===== config.mk =====
export PLATFORM = sky130hd
export DESIGN_NAME = mux_rr_arbiter
export DESIGN_NICKNAME = d
export VERILOG_FILES = /design/src/rtl/mux_ctrl_pkg.sv /design/src/rtl/rr_pick4.sv /design/src/rtl/mux_rr_arbiter.sv
export SDC_FILE = /design/constraint.sdc
export NUM_CORES = 1
export LEC_CHECK = 0
export ABC_AREA = 1
export CAP_MARGIN = 15
export CELL_PAD_IN_SITES_DETAIL_PLACEMENT = 1
export CELL_PAD_IN_SITES_GLOBAL_PLACEMENT = 1
export CORE_AREA = 2 2 51 53
export CTS_BUF_LIST = sky130_fd_sc_hd__clkbuf_16
export DETAILED_ROUTE_END_ITERATION = 10
export DIE_AREA = 0 0 53 55
export GPL_TIMING_DRIVEN = 1
export PLACE_DENSITY_LB_ADDON = 0.12
export SYNTH_ARGS = -nofsm -noshare
export SYNTH_HDL_FRONTEND = slang
export SYNTH_HIERARCHICAL = 1
export SYNTH_SLANG_ARGS = --single-unit

===== constraint.sdc =====
create_clock -name clk -period 4.95 [get_ports clk]
set_input_delay 0.99 -clock clk [delete_from_list [all_inputs] [get_ports clk]]
set_output_delay 0.99 -clock clk [all_outputs]
set_load 0.1 [all_outputs]

===== src/rtl/mux_ctrl_pkg.sv =====
// Shared types and select encodings for the round-robin mux arbiter.
// The select codes follow the tristate-buffer wiring of max_4to1, not binary order.
package mux_ctrl_pkg;

  typedef enum logic {
    IDLE  = 1'b0,
    GRANT = 1'b1
  } state_t;

  // {I1,I0} codes for each mux input
  localparam logic [1:0] SEL_D1 = 2'b01;
  localparam logic [1:0] SEL_D2 = 2'b00;
  localparam logic [1:0] SEL_D3 = 2'b11;
  localparam logic [1:0] SEL_D4 = 2'b10;

  function automatic logic [1:0] idx2sel(input logic [1:0] idx);
    logic [1:0] sel;
    case (idx)
      2'd0:    sel = SEL_D1;
      2'd1:    sel = SEL_D2;
      2'd2:    sel = SEL_D3;
      default: sel = SEL_D4;
    endcase
    return sel;
  endfunction

endpackage


===== src/rtl/rr_pick4.sv =====
// Combinational rotating-priority picker: the scan starts just after `last`
// and wraps, so `last` itself gets the lowest priority.
module rr_pick4 (
  input  logic [3:0] req,
  input  logic [1:0] last,
  output logic       valid,
  output logic [1:0] idx
);

  logic [1:0] cand;

  // NOTE: every output gets a default before the loop; without it the
  // no-request path would hold its old value and infer a latch.
  always_comb begin
    valid = |req;
    idx   = last;
    cand  = last;
    // Walk from lowest to highest priority so the final hit is the winner.
    for (int k = 3; k >= 0; k--) begin
      cand = last + 2'(k) + 2'd1;
      if (req[cand]) idx = cand;
    end
  end

endmodule


===== src/rtl/mux_rr_arbiter.sv =====
// Round-robin arbiter that grants one of four requesters with a bounded burst
// and drives the max_4to1 select lines so the granted source reaches Q.
module mux_rr_arbiter
  import mux_ctrl_pkg::*;
#(
  parameter int MAX_BURST = 8
) (
  input  logic       clk,
  input  logic       rst_n,
  input  logic [3:0] req,
  output logic [3:0] gnt,
  output logic       I0,
  output logic       I1,
  output logic       busy
);

  localparam logic [3:0] BURST = 4'(MAX_BURST);

  state_t     state_q, state_d;
  logic [1:0] owner_q, owner_d;
  logic [3:0] cnt_q,   cnt_d;
  logic [3:0] gnt_q,   gnt_d;
  logic [1:0] sel_q,   sel_d;

  logic       pick_valid;
  logic [1:0] pick_idx;
  logic       hold;

  rr_pick4 u_pick (
    .req   (req),
    .last  (owner_q),
    .valid (pick_valid),
    .idx   (pick_idx)
  );

  assign hold = req[owner_q] && (cnt_q < BURST);

  always_comb begin
    state_d = state_q;
    owner_d = owner_q;
    cnt_d   = cnt_q;
    gnt_d   = gnt_q;
    sel_d   = sel_q;

    case (state_q)
      IDLE: begin
        if (pick_valid) begin
          state_d = GRANT;
          owner_d = pick_idx;
          cnt_d   = 4'd1;
          gnt_d   = 4'b0001 << pick_idx;
          sel_d   = idx2sel(pick_idx);
        end
      end
      GRANT: begin
        if (hold) begin
          cnt_d = (cnt_q == 4'hF) ? cnt_q : cnt_q + 4'd1;
        end else if (pick_valid) begin
          // Handover (or re-grant of a sole requester) with no idle cycle.
          owner_d = pick_idx;
          cnt_d   = 4'd1;
          gnt_d   = 4'b0001 << pick_idx;
          sel_d   = idx2sel(pick_idx);
        end else begin
          // Select stays parked on the last owner.
          state_d = IDLE;
          gnt_d   = 4'b0000;
        end
      end
      default: state_d = IDLE;
    endcase
  end

  // NOTE: state registers use non-blocking assignments so every register
  // samples the pre-edge values regardless of statement order.
  always_ff @(posedge clk or negedge rst_n) begin
    if (!rst_n) begin
      state_q <= IDLE;
      owner_q <= 2'd3;
      cnt_q   <= 4'd0;
      gnt_q   <= 4'b0000;
      sel_q   <= SEL_D1;
    end else begin
      state_q <= state_d;
      owner_q <= owner_d;
      cnt_q   <= cnt_d;
      gnt_q   <= gnt_d;
      sel_q   <= sel_d;
    end
  end

  assign gnt  = gnt_q;
  assign I0   = sel_q[0];
  assign I1   = sel_q[1];
  assign busy = |gnt_q;

endmodule

==> qor.yml <==
timing:
  finalCritPeriodShare_pct: 62.8
  final.min_clock_period_ps: 3110
  hold_ws_ps: 471
  max_freq_mhz: 322
  slew_violations: 0
  slew_headroom_pct: 32.4
  rsz0062_at_grt: "false"
  hold_violations: 0
  setup_viol: 0
  worst_pin_slew_ps: 1010
  finalSetupTns_ps: 0
  fin_skew_ps: 0.780
cts:
  hold_buffers: 0
  clockBufferDepth: 2
  clock_insertion_delay_worst_skew_ps: 240
  cts_tree: "built"
  postCtsResizedCells: 0
  cts_root_buf: "clkbuf_16"
  cts_max_level: 1
  path_clk_slew_ps: 40
  post_cts_buffers: 0
  cts_sinks: 13
  numCtsBuffers: 3
critical_path:
  critPathMaxStageDelay_ps: 980
  r2r_setup_slack_ps: 3110
  cp_max_fo: 3
  crit-reg2reg-launch: "owner_q[0]$_DFFE_PN1P_"
  critPathCapture: "busy"
  path_cells: "or4_1, clkdlybuf4s50_1"
  worst_setup_path_end_kind: "primary output"
  worstSetupPathType: "reg -> out"
  worst_r2r_endpoint: "gnt[0]$_DFFE_PN0P_"
  cp.arrival_ps: 2120
  reg2reg_depth: 13
  cp-start-kind: "flop"
  crit_start: "gnt[1]$_DFFE_PN0P_"
  crit_slowest_cell: "clkdlybuf4s50_1"
  required_ps: 3960
cells_and_area:
  syn2layout_area_growth_pct: 23.0
  n_antenna_cell: 0
  layout-drive-gt1-share_pct: 18.8
  register_area_sq_um: 329
  fin_nets: 146
  fillerInstances: 298
  multi_input_area_sq_um: 487
floorplan:
  pin_count: 13
  core_sq_um: 2360
  rows: 18
  start_util_pct: 39.3
  die_w_um: 53
  die_y_um: 55
  fp.dieArea_sq_um: 2920
synthesis:
  synth_fp_nets: 131
  synthDistinctLibCells: 22
  synth_edf_count: 0
  synth_area_leaders: "dfrtp_1 (27%), nand2_1 (19%), dfstp_2 (8.5%), inv_1 (8.1%), nand2_8 (4.3%)"
  synth_top_area_cell: "dfrtp_1"
  synth_ff_type: "dfrtp_1"
  synth_common_cells: "nand2_1 (48), inv_1 (20), dfrtp_1 (10)"
  netlist_area_sq_um: 930
  ys_ff_latch: 13
  async_reset_ff_share_pct: 100
  yosysTopAreaCellShare_pct: 26.9
  synth.most_common_cell: "nand2_1"
  syn_inst: 124
  avgSynthCellArea_sq_um: 7.50
  yosys_warnings: 6
  seq_area_frac_synth_pct: 35.4
global_route:
  use_met1_pct: 20.2
  grt_max_degree: 14
  grt_overflow: 0
  antenna_found_initial: 0
  met2_usage_pct: 32.5
  grt_pass1_vias: 865
  top_usage_layer: "met2"
  gr-usage-met3_pct: 3.23
  grt_first_pass_wirelength_um: 3670
  gr-usage-all-layers_pct: 17.9
placed_design:
  portBuffers: 12
  dp_hpwl_um: 1680
  gp_congestion: 0.739
route:
  wl_per_cell_um: 13.0
  ant_nets: 0
  via_per_inst: 4.82
  drt-pass1-iter-count: 4
  dr_total_vias: 810
  drc: 0
  drt_iter0_drc: 3
  routed_wl_um: 2180
run_status:
  status: "finished clean"
flow_run:
  maxCapViolCount: 0
min_path:
  hp-class: "reg -> reg"
[critical path: cells and delay by family, from the launching register on]
kind | cells | cell delay [ps]
buffers and inverters | 1 | 980
DFF | 1 | 390
and+or+nand+nor | 1 | 510
[how the worst min path moves through the flow]
stage,from,cells after the start,to,slack (ps)
2_1_floorplan,owner_q[0]$_DFFE_PN1P_,2,owner_q[0]$_DFFE_PN1P_,490
3_3_place_gp,sel_q[0]$_DFFE_PN1P_,2,sel_q[0]$_DFFE_PN1P_,460
3_5_place_dp,sel_q[0]$_DFFE_PN1P_,2,sel_q[0]$_DFFE_PN1P_,470
4_1_cts,sel_q[0]$_DFFE_PN1P_,2,sel_q[0]$_DFFE_PN1P_,470
5_1_grt,sel_q[0]$_DFFE_PN1P_,2,sel_q[0]$_DFFE_PN1P_,490
6_report,sel_q[0]$_DFFE_PN1P_,2,sel_q[0]$_DFFE_PN1P_,470
[cells by family after synthesis]
| logic type | share of synthesized area (%) |
|---|---|
| xor gates and xnor gates | 0.942 |
| AOI/OAI and AO/OA | 7.40 |
| adders and majority gates | 1.35 |
| buffers and inverters | 12.2 |
| and+or+nand+nor | 42.7 |
| DFF | 35.4 |
[stage by stage]
step           instances  utilization (%)  cell area [sq um]  setup slack [ps]
4_1_cts              168             48.4               1140              1830
5_1_grt              168             48.4               1140              1800
3_5_place_dp         164             45.0               1060              2100
6_report             168             48.4               1140              1840
2_1_floorplan        124                -                930              2140
3_3_place_gp         164             45.0               1060              2110
[final cells by class]
type	count	area share (%)
Multi-Input combinational cell	86	42.6
Clock inverter	1	0.328
Clock buffer	3	6.56
Tap cell	30	3.28
Sequential cell	13	28.8
Inverter	23	7.99
Timing Repair Buffer	12	10.5
[placed cells by master (no fill, tap or decap), drive strengths merged]
cell,n
clkbuf,3
clkdlybuf4s50,12
dfrtp,10
dfstp,3
ha,1
inv,24
nand2,57
nand3,10
nand4,5
nor2,2
o21ai,8
o22ai,1
or4,1
xor2,1
[state kept, by name, summed over array words and instances, names as in the netlist]
signal	cells
cnt_q	4
gnt	4
owner_q	2
sel_q	2
state_q	1
[layer usage]
metal / share of wire [%] / vias to the layer above
met4: 1.7 / 0
met1: 41 / 387
met2: 55 / 6
met5: 0 / -
met3: 1.9 / 5
li1: - / 412
Power is not shown: default switching activity piles up to over one toggle a cycle in this logic, so the estimate is an artifact.
==> RTL change: new RTL, same flow settings <==
Make the reset (`rst_n`) synchronous in one clocked block.
--- a/src/rtl/mux_rr_arbiter.sv
+++ b/src/rtl/mux_rr_arbiter.sv
@@ -73,7 +73,7 @@
 
   // NOTE: state registers use non-blocking assignments so every register
   // samples the pre-edge values regardless of statement order.
-  always_ff @(posedge clk or negedge rst_n) begin
+  always_ff @(posedge clk) begin
     if (!rst_n) begin
       state_q <= IDLE;
       owner_q <= 2'd3;
Behaviour: differs if rst_n is asserted again (counterexample within 4 cycles, from zero or initial values and one cycle with rst_n low); with rst_n held inactive, the same outputs for 10 cycles.
==> RTL change against the original RTL <==
  * Final cell count fell by 0.60%
  * Core utilization fell by 5.1 points
  * Final area fell by 11%
  * Worst hold slack got worse by 8.5 ps
  * Routed wire length fell by 9.3%
  * Sequential cell count did not move
  * Register-to-register slack barely moved
  * Worst setup slack improved by 51 ps
  * Area after synthesis fell by 11%
  * Largest cell class unchanged
==> RTL change: results (changes against the original RTL) <==
metric,value,unit,change
Critical Path AT,2070,ps,-50 ps
GRT Util Overall,15.39,%,-2.5 points
Mapped Cells,124,,unchanged
cts bufs inserted,3,,unchanged
cells resized by post-CTS repair,0,,unchanged
outcome,"finished, final reports clean",,
initial drt markers,3,,unchanged
Top delay family on crit path,buffers and inverters,,
Area contributors post-synth,"dfxtp_1 32%, nand2_1 19%, inv_1 7.3%",,
Skew-Pair Late Insertion Delay,240,ps,about the same
CTS Buffer Depth,2,,unchanged
number of port buffers,12,,unchanged
vias in the first global route,793,,-8.3%
routability congestion estimate,0.7226,,-2.2%
sequential-to-total area share from yosys stat,31.61,%,-3.8 points
largest net degree at the start of global routing,14,,unchanged
post-DP HPWL,1.558,mm,-7.1%
min-delay worst type,reg2reg,,
placed insts,163,,-0.61%
number of antenna violations at the first check in global routing,0,,unchanged
# Post-CTS Setup Buffers,0,,unchanged
Netlist cell types,23,,+4.5%
CTS root buffer,clkbuf_16,,
Synth warnings,6,,unchanged
fraction of registers with async set/reset,0,%,-100 points
total iterations of the first detailed-routing run,2,,-2
syn nets,131,,unchanged
Synth top cells by count,"42 x nand2_1, 16 x inv_1, 13 x dfxtp_1, 8 x nor2_1, 7 x nand3_1",,
CP max stage delay,980,ps,about the same
first-pass GRT wire length,3.325,mm,-9.4%
Setup Skew,4.734,ps,+3.954 ps
Peak VDD IR,0.0005546,V,
"Primary FF master, synth",dfxtp_1,,
Rel. slew slack,35.11,%,+2.7 points
nets,145,,-0.68%
share of cells above drive strength 1,16.06,%,-2.8 points
vias,777,,-4.1%
vias per std cell,4.653,,-3.5%
total wire length,1.977,mm,-9.3%
static leakage,0.5079,nW,
Max H-tree Level,1,,unchanged
Crit-path slowest cell,clkdlybuf4s50_1,,
"critical path fanouts, max",3,,unchanged
Clock transition at path regs,50,ps,
Diodes inserted,0,,unchanged
-- RTL change: changes by cell type after synthesis, moves of 3 or more --
cell / delta
dfrtp_1: -10
nand2_1: -6
dfstp_2: -3
o21ai_2: -3
a21oi_1: +5
dfxtp_1: +13
inv_1: -4
nor2_1: +7
-- RTL change: worst paths after layout --
path / endpoint / cells after the start / slack [ps] / from
worst max register to register: gnt[0] / 12 / 3120 / owner_q[0]
worst min-delay path: sel_q[1] / 2 / 460 / sel_q[1]
worst max-delay path: busy / 2 / 1890 / gnt[3]
worst min register to register: sel_q[1] / 2 / 460 / sel_q[1]
-- RTL change: kinds of logic after synthesis --
| logic type | synth area share, % |
|---|---|
| buffers and inverters | 14.13 |
| adder cells (fa/ha/maj) | 1.520 |
| AO/OA/AOI/OAI | 5.926 |
| AND/OR/NAND/NOR | 46.81 |
| flip-flops | 31.61 |
-- RTL change: area by class of cell --
| type | instances | area (um2) |
|---|---|---|
| clock inverters | 1 | 3.754 |
| repair buffers | 12 | 120.1 |
| well taps | 30 | 37.54 |
| fillers | 311 | 1341 |
| multi-input cells | 88 | 446.7 |
| inverters | 20 | 80.08 |
| clock buffers | 3 | 75.07 |
| flip-flops and latches | 13 | 260.3 |
-- RTL change: per-layer routing --
metal / share of wire [%] / vias up / GRT usage [%]
met5: 0 / - / 0
met4: 0 / 0 / 1.282
met3: 3.5 / 0 / 4.839
met2: 49 / 7 / 28.13
met1: 47 / 354 / 18.40
li1: - / 416 / -
-- RTL change: metrics by stage --
| step | total power [mW] | setup slack [ps] | cell area [um2] |
|---|---|---|---|
| 2_1_floorplan | 0.5670 | 2183 | 823.3 |
| 3_3_place_gp | 0.6452 | 2180 | 944.7 |
| 3_5_place_dp | 0.6527 | 2149 | 944.7 |
| 4_1_cts | 0.8072 | 1883 | 1023 |
| 5_1_grt | 0.8495 | 1866 | 1023 |
| 6_report | 0.7964 | 1892 | 1023 |
-- RTL change: power breakdown --
group	switching (mW)	internal, mW
registers	0.0355	0.133
clock network	0.0440	0.106
logic	0.349	0.128
-- RTL change: tightest hold or removal path, stage by stage, from the launching register on --
cell and delay (ps):
dfxtp_1 300, nand2_1 60, a21oi_1 50
